[config.mk]
export PLATFORM = sky130hd
export DESIGN_NAME = univ_shift_reg
export DESIGN_NICKNAME = d
export VERILOG_FILES = /design/src/rtl/univ_shift_reg.sv
export SDC_FILE = /design/constraint.sdc
export NUM_CORES = 1
export LEC_CHECK = 0
export CORE_AREA = 2 2 39 41
export DETAILED_ROUTE_END_ITERATION = 7
export DIE_AREA = 0 0 41 43
export PLACE_DENSITY_LB_ADDON = 0.15
export SYNTH_ARGS = -nofsm -noshare
export SYNTH_HDL_FRONTEND = slang
export SYNTH_SLANG_ARGS = --single-unit
[constraint.sdc]
create_clock -name clk -period 3.6 [get_ports clk]
set_input_delay 0.72 -clock clk [delete_from_list [all_inputs] [get_ports clk]]
set_output_delay 0.72 -clock clk [all_outputs]
set_load 0.02 [all_outputs]
[src/rtl/univ_shift_reg.sv]
// ---------------------------------------------------------------------------
// univ_shift_reg
//
// Universal shift register: hold, shift right, shift left, parallel load.
// A framing counter tracks consecutive same-direction shifts and pulses
// word_done when WIDTH of them have completed one word.
//
// Parameters:
//   WIDTH  register width in bits (2..32)
//   CW     shift-counter width, derived from WIDTH (do not override)
//
// Ports:
//   clk           rising-edge clock
//   sync_reset_n  synchronous active-low reset, highest priority
//   en            clock enable (0 = hold all state, word_done cleared)
//   mode          00 hold, 01 shift right, 10 shift left, 11 parallel load
//   sr_in         serial input entering at the MSB on a right shift
//   sl_in         serial input entering at the LSB on a left shift
//   d             parallel load data
//   q             registered register contents
//   ser_out_r     q[0], the bit that leaves on a right shift
//   ser_out_l     q[WIDTH-1], the bit that leaves on a left shift
//   shift_cnt     consecutive same-direction shifts in the current word
//   word_done     one-cycle pulse after the WIDTH-th consecutive shift
// ---------------------------------------------------------------------------
module univ_shift_reg #(
  parameter int WIDTH = 4,
  parameter int CW    = $clog2(WIDTH + 1)
) (
  input  logic             clk,
  input  logic             sync_reset_n,
  input  logic             en,
  input  logic [1:0]       mode,
  input  logic             sr_in,
  input  logic             sl_in,
  input  logic [WIDTH-1:0] d,
  output logic [WIDTH-1:0] q,
  output logic             ser_out_r,
  output logic             ser_out_l,
  output logic [CW-1:0]    shift_cnt,
  output logic             word_done
);

  typedef enum logic [1:0] {
    MODE_HOLD  = 2'b00,
    MODE_RIGHT = 2'b01,
    MODE_LEFT  = 2'b10,
    MODE_LOAD  = 2'b11
  } mode_e;

  localparam logic [CW-1:0] CNT_ZERO = '0;
  localparam logic [CW-1:0] CNT_ONE  = CW'(1);
  localparam logic [CW-1:0] CNT_WORD = CW'(WIDTH);

  // Direction encoding for last_dir: 0 = right, 1 = left.
  localparam logic DIR_RIGHT = 1'b0;
  localparam logic DIR_LEFT  = 1'b1;

  logic [WIDTH-1:0] q_r;
  logic [WIDTH-1:0] q_nxt_s;
  logic [CW-1:0]    cnt_r;
  logic [CW-1:0]    cnt_nxt_s;
  logic [CW-1:0]    cnt_inc_s;
  logic             word_done_r;
  logic             word_done_nxt_s;
  logic             last_dir_r;
  logic             last_dir_nxt_s;
  logic             shift_s;
  logic             dir_s;
  mode_e            mode_s;

  assign mode_s = mode_e'(mode);

  // Decode whether this cycle shifts and in which direction.
  always_comb begin
    shift_s = 1'b0;
    dir_s   = last_dir_r;
    if (en) begin
      case (mode_s)
        MODE_RIGHT: begin
          shift_s = 1'b1;
          dir_s   = DIR_RIGHT;
        end
        MODE_LEFT: begin
          shift_s = 1'b1;
          dir_s   = DIR_LEFT;
        end
        default: begin
          shift_s = 1'b0;
          dir_s   = last_dir_r;
        end
      endcase
    end else begin
      shift_s = 1'b0;
      dir_s   = last_dir_r;
    end
  end

  // Candidate count for a shift: a fresh word or a direction change
  // restarts at 1, discarding any partial count of the old direction.
  always_comb begin
    cnt_inc_s = CNT_ONE;
    if ((cnt_r == CNT_ZERO) || (dir_s != last_dir_r)) begin
      cnt_inc_s = CNT_ONE;
    end else begin
      cnt_inc_s = cnt_r + CNT_ONE;
    end
  end

  // Next-state for data register, counter, direction and word pulse.
  always_comb begin
    q_nxt_s         = q_r;
    cnt_nxt_s       = cnt_r;
    last_dir_nxt_s  = last_dir_r;
    word_done_nxt_s = 1'b0;

    if (en) begin
      case (mode_s)
        MODE_RIGHT: q_nxt_s = {sr_in, q_r[WIDTH-1:1]};
        MODE_LEFT:  q_nxt_s = {q_r[WIDTH-2:0], sl_in};
        MODE_LOAD: begin
          q_nxt_s   = d;
          cnt_nxt_s = CNT_ZERO;
        end
        default:    q_nxt_s = q_r;
      endcase
    end else begin
      q_nxt_s = q_r;
    end

    // Completing a word wraps the count to 0 in the same edge as the
    // pulse, so shift_cnt never presents WIDTH.
    if (shift_s) begin
      last_dir_nxt_s = dir_s;
      if (cnt_inc_s == CNT_WORD) begin
        cnt_nxt_s       = CNT_ZERO;
        word_done_nxt_s = 1'b1;
      end else begin
        cnt_nxt_s       = cnt_inc_s;
        word_done_nxt_s = 1'b0;
      end
    end else begin
      last_dir_nxt_s = last_dir_r;
    end
  end

  // State registers with synchronous active-low reset.
  always_ff @(posedge clk) begin
    if (!sync_reset_n) begin
      q_r         <= '0;
      cnt_r       <= CNT_ZERO;
      word_done_r <= 1'b0;
      last_dir_r  <= DIR_RIGHT;
    end else begin
      q_r         <= q_nxt_s;
      cnt_r       <= cnt_nxt_s;
      word_done_r <= word_done_nxt_s;
      last_dir_r  <= last_dir_nxt_s;
    end
  end

  assign q         = q_r;
  assign shift_cnt = cnt_r;
  assign word_done = word_done_r;
  // Serial outputs are taps of the registered q, not extra flops.
  assign ser_out_r = q_r[0];
  assign ser_out_l = q_r[WIDTH-1];

endmodule

==> results of run 1 <==
[power by group]
| group | leakage (uW) | internal, uW | switching [uW] |
|---|---|---|---|
| Clock | 0.0000150 | 42.7 | 36.0 |
| Sequential | 0.0000736 | 105 | 4.49 |
| Combinational | 0.000212 | 31.7 | 30.8 |
| Total | 0.000300 | 179 | 71.3 |
[critical path, delay by kind of cell]
kind / cells / cell delay [ns]
AND/OR/NAND/NOR: 1 / 0.24
AO/OA/AOI/OAI: 2 / 0.26
XOR/XNOR: 1 / 0.20
buffers and inverters: 2 / 0.55
adder cells (fa/ha/maj): 1 / 0.30
[per-layer routing]
layer	global-route usage	vias to the layer above	wire length, um
li1	-	253	-
met1	0.1797	227	447
met2	0.2469	16	547
met3	0.05236	2	76
met4	0.06000	0	10
met5	0	-	0
[Yosys cell counts]
cell / instances
a22oi_1: 5
o21ai_0: 4
a21boi_2: 1
buf_6: 1
a21o_1: 1
o2111a_1: 1
nor3_4: 1
buf_4: 2
nand2_1: 8
ha_1: 5
o221ai_2: 1
nor2_1: 2
nand3_1: 1
o21bai_1: 1
nor2b_1: 4
and2b_1: 1
dfxtp_1: 9
inv_1: 4
a21boi_0: 2
xor2_2: 1
o21ai_2: 1
a31oi_1: 4
[through the flow]
stage          worst slack [ns]    util  instance area (um^2)  hold slack [ns]  power, uW
6_report                  1.526  0.5570                 770.7           0.4997      250.3
5_1_grt                   1.413  0.5570                 770.7           0.5275      268.1
4_1_cts                   1.510  0.5570                 770.7           0.5006      253.1
3_5_place_dp              1.245  0.5380                 744.5           0.4904      174.3
3_3_place_gp              1.324  0.5380                 744.5           0.4941      174.2
2_1_floorplan             1.873       -                 550.5           0.4801      148.0
[cell type report]
type | count | area (um^2) | area share
Inverter | 4 | 15.01 | 0.01948
Clock buffer | 4 | 26.28 | 0.03409
Sequential cell | 9 | 180.2 | 0.2338
Tap cell | 16 | 20.02 | 0.02597
Multi-Input combinational cell | 44 | 329.1 | 0.4269
Timing Repair Buffer | 20 | 200.2 | 0.2597
[registers in the layout (all words and copies together) (netlist names)]
| name | cells |
|---|---|
| q | 4 |
| word_done | 1 |
| shift_cnt | 3 |
| last_dir_r | 1 |
[cells in the final DEF, fill, tap and decap left out]
master,netlist,final
clkdlybuf4s50_1,0,20
dfxtp_1,9,9
nand2_1,8,8
a22oi_1,5,5
ha_1,5,5
inv_1,4,4
o21ai_0,4,4
a31oi_1,4,4
nor2b_1,4,4
clkbuf_4,0,3
nor2_1,2,2
a21boi_0,2,2
and2b_1,1,1
xor2_2,1,1
nor3_4,1,1
o221ai_2,1,1
o21ai_2,1,1
a21boi_2,1,1
o2111a_1,1,1
nand3_1,1,1
a21o_1,1,1
o21bai_1,1,1
clkbuf_1,0,1
[worst paths after layout]
check / to / depth (start not counted) / slack (ns) / start
worst min register to register: q[1]$_SDFFE_PN0P_ / 2 / 0.50 / q[2]$_SDFFE_PN0P_
worst max-delay path: shift_cnt[2]$_SDFFE_PN0P_ / 7 / 1.53 / mode[0]
worst min-delay path: q[1]$_SDFFE_PN0P_ / 2 / 0.50 / q[2]$_SDFFE_PN0P_
worst max register to register: shift_cnt[2]$_SDFFE_PN0P_ / 6 / 2.22 / shift_cnt[0]$_SDFFE_PN0P_
[kinds of logic (layout without fill, tap and decap cells)]
group                      count (synthesis)  in the layout  synth area share
and+or+nand+nor                           17             17            0.1659
buffers and inverters                      7             28           0.07498
xor gates and xnor gates                   1              1           0.02955
AOI/OAI and AO/OA                         21             21            0.2886
adders and majority gates                  5              5            0.1136
DFF                                        9              9            0.3273
==> summary.md, run 1 <==
| Metric | Value |
|---|---|
| Status | `finished clean` |
| Most area-consuming cells after synthesis | `dfxtp_1 (33%), ha_1 (11%), a22oi_1 (6.8%)` |
| Core Area | `0.001384 mm^2` |
| Pwr Density | `324.7 mW/mm^2` |
| Final wirelength | `1082 um` |
| Die area | `0.001763 mm^2` |
| # rows | `14` |
| TNS Setup | `0 ns` |
| Clk sinks | `9` |
| CTS Buffer Depth | `2` |
| Net Count, Synth | `76` |
| Synth Cell Area | `550.5 um^2` |
| Die W | `41 um` |
| Ports | `21` |
| Final layout net count | `98` |
| MaxCap Viol Count | `0` |
| LEAKAGE | `0.0003004 uW` |
| Antenna diode count | `0` |
| Hold Violations, Final | `0` |
| Via count | `498` |
| Ys Warns | `0` |
| Initial antenna violation count | `0` |
| Critical path required time | `3.79 ns` |
| Wire per inst | `11.15 um` |
| CP Max Fanout | `7` |
| Initial DRT Pass Iterations | `4` |
| CP Capture Type | `flop` |
| Initial core utilization | `0.3978` |
| Mapped Cells | `60` |
| Clk Tree Root Cell | `clkbuf_4` |
| Port Buffers | `20` |
| CP Cell Sequence | `clkdlybuf4s50_1, inv_1, ha_1, xor2_2, nor3_4, o221ai_2, a21boi_2` |
| Layout area overhead | `40.00%` |
| Sequential share of the synthesized area | `0.3273` |
| Fillers | `131` |
| Yosys top cell area share | `0.3273` |
| Inst Count DP | `93` |
| Largest net degree at the start of global routing | `10` |
| Startpoint types | `input port` |
| Mapped Avg Cell Area | `9.175 um^2` |
| Cts hold-fix bufs | `0` |
| TritonCTS Buffers | `3` |
| Layout cells sized above 1 | `0.09877` |
| Yosys top cell by area | `dfxtp_1` |
| Routed Antenna Nets | `0` |
| H-tree levels | `1` |
| HPWL Detailed | `877.2 um` |
| Arrival @ worst endpoint | `2.27 ns` |
| Gr ovfl total | `0` |
| Maximum vdd drop | `0.1538 mV` |
| Seq cells post-synth | `9` |
| First-pass GRT wire length | `1876 um` |
| Via/cell ratio | `5.134` |
| Count of cell types in the netlist | `22` |
| Post-CTS Setup Bufs | `0` |
| Number of global-route vias before repair | `482` |
| Post-CTS sizing | `0` |
| Layout Skew | `0.004716 ns` |
| Pins Over Slew Limit | `0` |
| CTS tree | `done` |
| DRC errors left | `0` |
| Final min period | `2.074 ns` |
| Period utilization | `0.5762` |
| Gr usage total | `0.1544` |
| Die H | `43 um` |
| RSZ-0062 raised after global routing | `no` |
| Clock-pin slew on the worst setup and hold paths | `0.07 ns` |
| CP Class | `in2reg` |
| Slowest CP cell | `clkdlybuf4s50_1` |
| Max Freq | `0.4821 GHz` |
| Final-report setup violation count | `0` |
| Finished Layout Cells | `97` |
| Worst slew pin tran | `0.2908 ns` |
| First DRT Iteration DRCs | `13` |
| Worst hold-check path type | `reg2reg` |
| Slew headroom | `0.8062` |
| Worst skew pair latency | `0.25 ns` |
| Gpl congestion | `0.7327` |
| Max incr delay on CP | `0.49 ns` |
No activity file was read; power rests on OpenSTA's default activity.
==> inputs of run 2 (changes only) <==
--- a/config.mk
+++ b/config.mk
@@ -5,9 +5,8 @@
 export SDC_FILE = /design/constraint.sdc
 export NUM_CORES = 1
 export LEC_CHECK = 0
-export CORE_AREA = 2 2 39 41
+export CORE_UTILIZATION = 37
 export DETAILED_ROUTE_END_ITERATION = 7
-export DIE_AREA = 0 0 41 43
 export PLACE_DENSITY_LB_ADDON = 0.15
 export SYNTH_ARGS = -nofsm -noshare
 export SYNTH_HDL_FRONTEND = slang
==> constraint.sdc (replaced) <==
create_clock -name clk -period 1.69 [get_ports clk]
set_input_delay 0.338 -clock clk [delete_from_list [all_inputs] [get_ports clk]]
set_output_delay 0.338 -clock clk [all_outputs]
set_load 0.02 [all_outputs]
==> run 2 against run 1 <==
Hold slack got worse by 0.0021 ns. Sequential share of layout area shrank 1.3 points. Clock-buffer cell count stayed put. Clock skew fell by 0.0025 ns. Global-route usage rose by 1.0 points.
==> summary.md, run 2 (same netlist as run 1, synthesis figures left out) <==
| Metric | Value |
|---|---|
| CP Class | `reg2out` |
| Port Buffers | `20 (unchanged)` |
| FF-to-FF End | `shift_cnt[2]$_SDFFE_PN0P_` |
| # rows | `13 (-1)` |
| Buf/Inv on CP | `1 (-1)` |
| LEAKAGE | `0.0003299 uW (+9.8%)` |
| Via/cell ratio | `5.108 (-0.51%)` |
| Cts hold-fix bufs | `0 (unchanged)` |
| Wire per inst | `10.83 um (-2.9%)` |
| Commonest cells after routing, fill and taps aside | `clkdlybuf4s50_1 (20), dfxtp_1 (9), nand2_1 (8), buf_4 (6)` |
| Critical path depth | `1 (-6)` |
| TNS Setup | `0 ns (unchanged)` |
| R2R cell count | `6 (unchanged)` |
| Final-report setup violation count | `0 (unchanged)` |
| Post-place instance area | `788.3 um^2 (+5.9%)` |
| Utilization after layout | `0.6033 (+0.04637)` |
| Via count | `521 (+4.6%)` |
| Reg2reg setup slack | `0.34 ns (-1.88 ns)` |
| Worst slew pin tran | `0.2867 ns (-0.004083 ns)` |
| Slowest CP cell | `clkdlybuf4s50_1` |
| Maximum vdd drop | `0.3449 mV (+120%)` |
| Final wirelength | `1105 um (+2.1%)` |
| Critical path required time | `1.35 ns (-2.44 ns)` |
| TritonCTS Buffers | `3 (unchanged)` |
| Ports | `21 (unchanged)` |
| RSZ-0062 raised after global routing | `no` |
| Commonest non-fill, non-tap cell in the layout | `clkdlybuf4s50_1` |
| Max reg flops | `4 (unchanged)` |
| CP Max Fanout | `4 (-3)` |
| Core Area | `0.001350 mm^2 (-2.4%)` |
| Layout area overhead | `47.95%` |
| Gr usage total | `0.1644 (+0.009994)` |
| Inst Count DP | `98 (+5.4%)` |
| Initial core utilization | `0.4078 (+0.009955)` |
| FF-to-FF Start | `shift_cnt[0]$_SDFFE_PN0P_` |
| Pwr Total | `542.9 uW (+120%)` |
| Worst skew pair latency | `0.25 ns (about the same)` |
| CTS Buffer Depth | `2 (unchanged)` |
| Slew headroom | `0.8085 (+0.002329)` |
| First DRT Iteration DRCs | `15 (+2)` |
| CTS tree | `done` |
| Initial antenna violation count | `0 (unchanged)` |
| Crit path from | `shift_cnt[1]$_SDFFE_PN0P_` |
| Final min period | `1.602 ns` |
| First-pass GRT wire length | `1731 um (-7.7%)` |
| Startpoint types | `flop` |
| CP Cell Sequence | `clkdlybuf4s50_1` |
| Die area | `0.001646 mm^2 (-6.6%)` |
| Antenna diode count | `0 (unchanged)` |
| Max incr delay on CP | `0.62 ns (+0.13 ns)` |
| Pins Over Slew Limit | `0 (unchanged)` |
| Die W | `40.58 um (-1.0%)` |
| Routed Antenna Nets | `0 (unchanged)` |
| Post-route cell area | `814.5 um^2 (+5.7%)` |
| MaxCap Viol Count | `0 (unchanged)` |
| Die H | `40.58 um (-5.6%)` |
| Delay-heaviest family, CP | `buffers and inverters` |
| Largest net degree at the start of global routing | `10 (unchanged)` |
| Layout Skew | `0.002209 ns (-0.002507 ns)` |
| Number of global-route vias before repair | `460 (-4.6%)` |
| Gr ovfl total | `0 (unchanged)` |
| Status | `finished clean` |
| H-tree levels | `1 (unchanged)` |
| Layout cells sized above 1 | `0.1609 (+0.06215)` |
| Fillers | `131 (unchanged)` |
| CP Capture Type | `output pin` |
| Gpl congestion | `0.7152 (-2.4%)` |
| Post-CTS sizing | `0 (unchanged)` |
| Clk Tree Root Cell | `clkbuf_4` |
| Clock-pin slew on the worst setup and hold paths | `0.06 ns (about the same)` |
| Max Freq | `0.6243 GHz` |
| DRC errors left | `0 (unchanged)` |
| Crit path capture | `shift_cnt[1]` |
| Finished Layout Cells | `102 (+5.2%)` |
| Initial DRT Pass Iterations | `4 (unchanged)` |
| Pwr Density | `666.6 mW/mm^2 (+110%)` |
| Period utilization | `0.9478` |
| Arrival @ worst endpoint | `1.26 ns (-1.01 ns)` |
| HPWL Detailed | `869.1 um (-0.92%)` |
| Hold Violations, Final | `0 (unchanged)` |
| Clk sinks | `9 (unchanged)` |
| Post-CTS Setup Bufs | `0 (unchanged)` |
| Final layout net count | `104 (+6.1%)` |
| Worst hold-check path type | `reg2reg` |
## run 2: cell count changes in the layout (fill, tap and decap cells not counted), sizes merged
cell  delta
buf      +6
## run 2: per-layer routing
metal | wire length, um | GRT usage | up-vias
met2 | 533 | 0.2778 | 20
met3 | 69 | 0.03889 | 2
met5 | 0 | 0 | -
met4 | 17 | 0.1250 | 0
met1 | 485 | 0.1733 | 234
li1 | - | - | 265
## run 2: final cells by class
cell class	count	area, um^2	area share
multi-input combinational	44	329.1	0.4040
timing repair buffer	26	245.2	0.3011
sequential	9	180.2	0.2212
inverter	4	15.01	0.01843
clock buffer	4	26.28	0.03226
tap	15	18.77	0.02304
## run 2: how the worst min path moves through the flow
stage | from | to | depth (start not counted)
2_1_floorplan | sync_reset_n | shift_cnt[1]$_SDFFE_PN0P_ | 1
3_3_place_gp | shift_cnt[0]$_SDFFE_PN0P_ | shift_cnt[0]$_SDFFE_PN0P_ | 2
3_5_place_dp | shift_cnt[0]$_SDFFE_PN0P_ | shift_cnt[0]$_SDFFE_PN0P_ | 2
4_1_cts | shift_cnt[0]$_SDFFE_PN0P_ | shift_cnt[0]$_SDFFE_PN0P_ | 2
5_1_grt | shift_cnt[0]$_SDFFE_PN0P_ | shift_cnt[0]$_SDFFE_PN0P_ | 2
6_report | shift_cnt[0]$_SDFFE_PN0P_ | shift_cnt[0]$_SDFFE_PN0P_ | 2
## run 2: power by group
part / total (uW) / internal [uW] / switching, uW
Combinational: 146 / 77.7 / 68.1
Clock: 164 / 90.9 / 73.3
Sequential: 233 / 223 / 10.1
## run 2: through the flow
| step | hold WS, ns | setup WS, ns |
|---|---|---|
| floorplan | 0.4662 | 0.2607 |
| global placement | 0.4912 | -0.1257 |
| detailed placement | 0.4952 | -0.1535 |
| CTS | 0.5049 | 0.07281 |
| global route | 0.5376 | 0.009949 |
| finish | 0.4976 | 0.08826 |
